$ cat config.mk
export PLATFORM = sky130hd
export DESIGN_NAME = bit_mask_drain_64
export DESIGN_NICKNAME = d
export VERILOG_FILES = /design/src/rtl/bit_mask_drain_64.sv
export SDC_FILE = /design/constraint.sdc
export NUM_CORES = 1
export LEC_CHECK = 0
export BUFFER_PORTS_ARGS = -buffer_cell sky130_fd_sc_hd__buf_2
export CORE_MARGIN = 1
export CORE_UTILIZATION = 31
export CTS_BUF_LIST = sky130_fd_sc_hd__clkbuf_8 sky130_fd_sc_hd__clkbuf_16
export CTS_CLUSTER_DIAMETER = 120
export DETAILED_ROUTE_END_ITERATION = 12
export MAX_ROUTING_LAYER = met4
export PLACE_DENSITY_LB_ADDON = 0.05
export SYNTH_ARGS = -nofsm -noshare
export SYNTH_HDL_FRONTEND = slang
export SYNTH_SLANG_ARGS = --single-unit
$ cat constraint.sdc
create_clock -name clk -period 3.96 [get_ports clk]
set_clock_uncertainty 0.05 [all_clocks]
set_input_delay 0.792 -clock clk [delete_from_list [all_inputs] [get_ports clk]]
set_output_delay 0.792 -clock clk [all_outputs]
set_load 0.05 [all_outputs]
$ cat src/rtl/bit_mask_drain_64.sv
// Iterative set-bit extractor: loads a mask once, then emits the index of each
// set bit, lowest first, one per accepted valid/ready transfer.
module bit_mask_drain_64 #(
   parameter int WIDTH = 64,
   parameter int IDX_W = 6
) (
   input  logic             clk,
   input  logic             reset,
   input  logic             in_valid,
   output logic             in_ready,
   input  logic [WIDTH-1:0] in_mask,
   output logic             out_valid,
   input  logic             out_ready,
   output logic [IDX_W-1:0] out_index,
   output logic             out_last,
   output logic             done,
   output logic [IDX_W:0]   count
);

   localparam logic [1:0] IDLE  = 2'd0;
   localparam logic [1:0] DRAIN = 2'd1;
   localparam logic [1:0] DONE  = 2'd2;

   logic [1:0]       state;
   logic [WIDTH-1:0] remaining;
   logic [IDX_W-1:0] low_idx;
   logic             one_left;

   // NOTE: every always_comb output gets a default first so no path can infer a latch.
   always_comb begin
      low_idx = '0;
      for (int i = WIDTH - 1; i >= 0; i--) begin
         if (remaining[i]) low_idx = i[IDX_W-1:0];
      end
   end

   // Exactly one bit set: non-zero and clearing the lowest bit leaves nothing.
   assign one_left = (remaining != '0) &&
                     ((remaining & (remaining - WIDTH'(1))) == '0);

   assign in_ready  = (state == IDLE);
   assign out_valid = (state == DRAIN);
   assign out_index = out_valid ? low_idx : '0;
   assign out_last  = out_valid && one_left;
   assign done      = (state == DONE);

   // NOTE: sequential state uses non-blocking assignments so all registers update together.
   always_ff @(posedge clk or posedge reset) begin
      if (reset) begin
         state     <= IDLE;
         remaining <= '0;
         count     <= '0;
      end else begin
         case (state)
            IDLE: begin
               if (in_valid) begin
                  remaining <= in_mask;
                  count     <= '0;
                  state     <= (in_mask != '0) ? DRAIN : DONE;
               end
            end
            DRAIN: begin
               if (out_ready) begin
                  remaining[low_idx] <= 1'b0;
                  count              <= count + (IDX_W+1)'(1);
                  if (one_left) state <= DONE;
               end
            end
            DONE:    state <= IDLE;
            default: state <= IDLE;
         endcase
      end
   end

endmodule

==> impl_metrics.py, run 1 <==
metrics = {
    "outcome": {
        "run_status": "finished, final reports clean",
    },
    "sta": {
        "slew_headroom": 0.330,
        "rsz0062_at_grt": "yes",
        "setup_violations": 0,
        "finalHoldViolations": 0,
        "worst_pin_slew_ns": 1.01,
        "layout_min_cycle_time_ns": 3.91,
        "finalMaxSlewViolations": 0,
        "max_freq_mhz": 256,
        "fin_ws_ns": 0.0463,
        "final.setup.tns_ns": 0,
        "fin_hold_ws_ns": 0.521,
        "period_share": 0.988,
    },
    "routing": {
        "postRouteAntennaNets": 0,
        "drc": 0,
        "via_per_inst": 5.92,
        "wl_per_cell_um": 23.4,
        "drtIter0Drc": 658,
        "drtPass1Iterations": 6,
        "vias": 6194,
        "routed_wl_um": 24500,
    },
    "cts": {
        "numCtsBuffers": 9,
        "cts_sinks": 73,
        "cts_max_level": 3,
        "clkSlewWorstSetupHoldPaths_ns": 0.06,
        "cts_tree": "built",
        "cts-root-buf": "clkbuf_16",
        "clk_latency_ns": 0.35,
        "holdBufCountCts": 0,
        "clock_path_buffers": 2,
    },
    "yosys": {
        "synth-simple-area-share": 0.254,
        "yosys.cell_types.count": 56,
        "synth.top_cells.by_count": "dfrtp_1 (73), nor2_1 (71), a21oi_1 (69), mux2i_1 (46), nand2_1 (44)",
        "yosys_warnings": 0,
        "synth_edf_count": 0,
        "synth_top_family_by_area": "simple AND/OR/NAND/NOR gates",
        "synth.ff_latch_count": 73,
        "yosysTopAreaCell": "dfrtp_1",
        "yosys_most_used_dff": "dfrtp_1",
        "syn_area_um2": 5280,
        "yosys.area.top_type_share": 0.346,
        "synth_fp_nets": 719,
        "synthAdderAreaFrac": 0.00427,
        "synth-compound-area-share": 0.252,
        "synthCells": 650,
        "synth_mux_area_frac": 0.0872,
        "synthArstFlopShare": 1.00,
        "yosys.cell_count.top_type": "dfrtp_1",
        "yosysSeqAreaShare": 0.346,
        "synth_xor_xnor_area_share": 0.00498,
        "synth_area_per_cell_um2": 8.12,
        "synthTopCellsByArea": "dfrtp_1 (35%), mux2i_1 (8.7%), a21oi_1 (6.5%)",
    },
    "critical_path": {
        "startpoint_type": "flip-flop",
        "crit_type": "reg -> out",
        "worstPathRequired_ns": 3.12,
        "end_kind": "output pin",
        "arrival_ns": 3.07,
        "cp_max_fo": 16,
    },
    "finish": {
        "area_growth_pct": 35.4,
        "fin_util": 0.431,
        "nets": 891,
        "drive_above_1_share": 0.300,
        "antenna_cells": 0,
    },
    "floorplan": {
        "dieArea_um2": 17500,
        "initial_core_util": 0.318,
        "rows": 47,
        "core-area_um2": 16600,
        "io_pins": 85,
        "die_w_um": 132,
        "die_h_um": 132,
    },
    "power_and_ir_drop": {
        "power_w": 0.00580,
        "p_per_area_nw_per_um2": 812,
        "ir_drop_uv": 335,
        "p_leak_nw": 2.93,
    },
    "global_routing": {
        "grt_overflow": 0,
        "first_global_vias": 6042,
        "grt_max_degree": 74,
        "grt_first_pass_wirelength_um": 37100,
        "antenna_found_initial": 0,
        "grt.total_usage": 0.294,
    },
    "place": {
        "gp_congestion": 0.939,
        "dp.final_hpwl_um": 19300,
        "pre_cts_ws_ns": 0.0227,
        "port_buffers": 84,
    },
    "flow_run": {
        "max_cap_viol_count": 0,
    },
    "hold_path": {
        "hold_class": "reg -> reg",
    },
}
[stage by stage]
step                instances  instance area, um2
floorplan                 650                5290
global placement         1029                6740
detailed placement       1029                6740
CTS                      1046                7120
global route             1046                7150
finish                   1046                7150
[critical path: stages, from the launching register on]
cell and delay (ns):
dfrtp_1 0.42, nor4_2 0.32, nand4_1 0.14, buf_4 0.22, buf_4 0.15, o32ai_1 0.28
o2111ai_1 0.21, nor4_2 0.31, nand4_1 0.11, buf_4 0.18, nor4_4 0.16, buf_6 0.20
[cell type report]
cell class | count | area (um2)
fill | 1733 | 9440
tap | 220 | 275
timing repair buffer | 207 | 1380
clock buffer | 10 | 239
clock inverter | 5 | 80.1
sequential | 73 | 1830
inverter | 21 | 78.8
multi-input combinational | 510 | 3270
[power by group]
| part | leakage [nW] | total (W) | internal, W | switching (W) |
|---|---|---|---|---|
| Combinational | 1.92 | 0.00343 | 0.00133 | 0.00210 |
| Clock | 0.151 | 0.000915 | 0.000564 | 0.000350 |
| Sequential | 0.853 | 0.00146 | 0.00110 | 0.000361 |
[logic make-up after synthesis]
logic type               Yosys count
AND/OR/NAND/NOR                  254
AO/OA/AOI/OAI                    205
flip-flops                        73
buffers and inverters             67
multiplexers                      46
XOR/XNOR                           3
adder cells (fa/ha/maj)            2
[repair_timing]
| action | in CTS | in global routing |
|---|---|---|
| setup buffers | 2 | 0 |
| pin swaps | 4 | 0 |
| endpoints found under the setup margin | 1 | 1 |
| gates resized for setup | 8 | 7 |
[metal layers]
layer | track usage | vias up | part of all wire
met1 | 0.392 | 3012 | 0.44
li1 | - | 2867 | -
met5 | - | - | 0
met3 | 0.0372 | 48 | 0.062
met2 | 0.442 | 267 | 0.45
met4 | 0.137 | 0 | 0.041
[sequential cells by signal (all words and copies together), names as in the netlist]
register / cells
count: 7
remaining: 64
state: 2
[final timing paths]
path,from,slack [ns],endpoint,cells past startpoint
min in group asynchronous,reset,0.69,remaining[17],3
min,count[6],0.52,count[6],2
max in group asynchronous,reset,2.46,remaining[0],3
min reg2reg,count[6],0.52,count[6],2
max,remaining[5],0.05,out_last,11
max reg2reg,remaining[52],0.53,remaining[13],9
[layout by cell type, fill, tap and decap left out, types with 9 or more instances in the layout]
master	netlist	final
inv_1	21	20
nor4_2	7	9
mux2i_1	46	46
nor3_1	29	28
buf_2	5	83
a221oi_1	15	15
nor4_1	33	28
nand4_1	17	17
clkbuf_16	0	9
nand2_1	44	44
buf_4	1	121
a31oi_1	9	9
dfrtp_1	73	72
nor2_1	71	71
a211oi_1	9	9
nand3_1	9	9
o211ai_1	13	13
o21ai_0	36	36
a21oi_1	69	69
Note: power is estimated with default switching activity, not from simulation.
==> run 2: changes to the inputs <==
ABC_AREA = 1   (was not set)
SLEW_MARGIN = 20   (was not set)
clock period = 4.47 ns   (was 3.96 ns; I/O delays follow)
==> impl_metrics.py, run 2 <==
metrics = {
    "critical_path": {
        "critical_path.reg2reg.endpoint": "state[0]",
        "startpoint_type": "flip-flop",
        "rr_worst_depth": 23,
        "worstPathRequired_ns": 3.53,
        "cp_max_fo": 2,
        "slowest_stage": "dfrtp_1",
        "crit_top_cell": "nand2_1",
        "arrival_ns": 4.24,
        "crit_type": "reg -> out",
        "max_stage_delay_ns": 0.38,
        "r2r_setup_slack_ns": 0.73,
        "end_kind": "output pin",
        "critPathLaunch": "remaining[62]",
        "rr_startpoint": "remaining[0]",
    },
    "routing": {
        "via_per_inst": 5.03,
        "drc": 0,
        "vias": 5971,
        "drtPass1Iterations": 5,
        "postRouteAntennaNets": 0,
        "wl_per_cell_um": 14.6,
        "drtIter0Drc": 256,
        "routed_wl_um": 17300,
    },
    "floorplan": {
        "io_pins": 85,
        "rows": 47,
        "die_w_um": 132,
        "core-area_um2": 16500,
        "initial_core_util": 0.317,
        "die_h_um": 132,
        "dieArea_um2": 17400,
    },
    "yosys": {
        "yosys.cell_types.count": 39,
        "synthCells": 790,
        "yosys_warnings": 0,
        "syn_area_um2": 5240,
        "synth.top_cells.by_count": "nand2_1 (141), nor2_1 (110), a21oi_1 (91), inv_1 (82), dfrtp_1 (73)",
        "yosys.area.top_type_share": 0.349,
        "synth_fp_nets": 859,
        "synthArstFlopShare": 1.00,
        "synthTopCellsByArea": "dfrtp_1 (35%), nand2_1 (10%), a22oi_1 (8.7%)",
        "yosys.cell_count.top_type": "nand2_1",
        "yosysSeqAreaShare": 0.349,
        "synth.ff_latch_count": 73,
        "synth_area_per_cell_um2": 6.63,
        "synth_edf_count": 0,
        "yosys_most_used_dff": "dfrtp_1",
        "yosysTopAreaCell": "dfrtp_1",
    },
    "cts": {
        "numCtsBuffers": 9,
        "cts_tree": "built",
        "cts_sinks": 73,
        "clkSlewWorstSetupHoldPaths_ns": 0.06,
        "clock_path_buffers": 2,
        "cts-root-buf": "clkbuf_16",
        "clk_latency_ns": 0.34,
        "cts_max_level": 3,
    },
    "hold_path": {
        "hold_end": "count[5]",
        "hold_path_depth": 2,
        "hp-start": "count[4]",
        "hold_class": "reg -> reg",
    },
    "finish": {
        "drive_above_1_share": 0.291,
        "final_cell_mix": "nand2_1 (140), nor2_1 (104), buf_4 (104), a21oi_1 (91), inv_1 (84)",
        "final_common_cell": "nand2_1",
        "top_register": "remaining",
        "final_cells": 1186,
        "reg.largest.list": "remaining (64), count (7), state (2)",
        "stdcell_area_um2": 6980,
        "nets": 1029,
        "fillers": 1741,
        "largest_reg_flops": 64,
        "area_growth_pct": 33.4,
    },
    "sta": {
        "fin_ws_ns": -0.715,
        "period_share": 1.16,
        "slew_headroom": 0.327,
        "max_freq_mhz": 193,
        "rsz0062_at_grt": "yes",
        "worst_pin_slew_ns": 0.984,
        "layout_min_cycle_time_ns": 5.19,
        "finalHoldViolations": 0,
        "setup_violations": 2,
        "finalMaxSlewViolations": 0,
    },
    "outcome": {
        "violations": "negative setup slack",
        "run_status": "finished, violations left",
    },
    "global_routing": {
        "grt.total_usage": 0.215,
        "antenna_found_initial": 2,
        "grt_first_pass_wirelength_um": 29000,
        "grt_max_degree": 63,
        "first_global_vias": 5983,
        "grt_overflow": 0,
    },
    "place": {
        "place_inst": 1168,
        "placed_area_um2": 6600,
        "pre_cts_ws_ns": -0.439,
        "dp.final_hpwl_um": 13300,
        "port_buffers": 84,
        "gp_congestion": 0.869,
    },
    "power_and_ir_drop": {
        "power_w": 0.00182,
        "p_per_area_nw_per_um2": 261,
        "p_leak_nw": 3.29,
        "ir_drop_uv": 169,
    },
    "flow_run": {
        "max_cap_viol_count": 0,
    },
}
## run 2: worst max path at each step
stage                     slack [ns]  cells past startpoint      endpoint
after floorplan                 0.01                     63  out_index[0]
after detailed placement       -0.44                     64  out_index[0]
after CTS                      -0.75                     66  out_index[0]
final                          -0.72                     66  out_index[0]
after global routing           -1.35                     66  out_index[0]
after global placement         -0.44                     64  out_index[0]
## run 2: logic make-up (layout without fill, tap and decap cells)
group	Yosys count	count (layout)	synth area share
buffers and inverters	169	343	0.124
flip-flops	73	73	0.349
AND/OR/NAND/NOR	343	343	0.285
other	0	2	0
AO/OA/AOI/OAI	204	204	0.240
adder cells (fa/ha/maj)	1	1	0.00239
## run 2: worst max-delay path: cells and delay by family (launching register included)
kind | cells | cell delay [ns]
flops | 1 | 0.38
simple gates | 64 | 3.27
buf+inv | 2 | 0.23
## run 2: timing repair
action / 4_1_cts / 5_1_grt
pin swaps: 4 / 0
gates resized for setup: 23 / 3
hold buffers: 0 / 0
setup endpoints to repair: 2 / 3
setup buffers: 1 / 0
## run 2: stage by stage
step / util / hold WS, ns / TNS, ns
6_report: 0.423 / 0.519 / -1.16
5_1_grt: 0.423 / 0.550 / -2.24
4_1_cts: 0.422 / 0.521 / -1.21
3_5_place_dp: 0.400 / 0.513 / -0.709
3_3_place_gp: 0.400 / 0.506 / -0.753
2_1_floorplan: - / 0.447 / 0
## run 2: per-layer routing
metal	share of wire	up-vias	GRT usage
met3	0.036	19	0.0292
met1	0.48	2819	0.279
met2	0.47	114	0.347
met5	0	-	-
li1	-	3019	-
met4	0.016	0	0.0698
## run 2: area by class of cell
class | count | area [um2] | area share
multi-input combinational | 548 | 2850 | 0.408
sequential | 73 | 1830 | 0.262
timing repair buffer | 187 | 1210 | 0.173
inverter | 141 | 541 | 0.0774
tap | 220 | 275 | 0.0394
clock buffer | 9 | 225 | 0.0323
clock inverter | 6 | 53.8 | 0.00770
antenna | 2 | 5.00 | 0.000717
## run 2: report_power, final
group / internal (W) / leakage [nW] / switching [W] / total [W]
clock network: 0.000422 / 0.145 / 0.000289 / 0.000711
registers: 0.000701 / 0.688 / 0.0000288 / 0.000729
logic: 0.000122 / 2.45 / 0.000262 / 0.000384
total: 0.00124 / 3.29 / 0.000580 / 0.00182
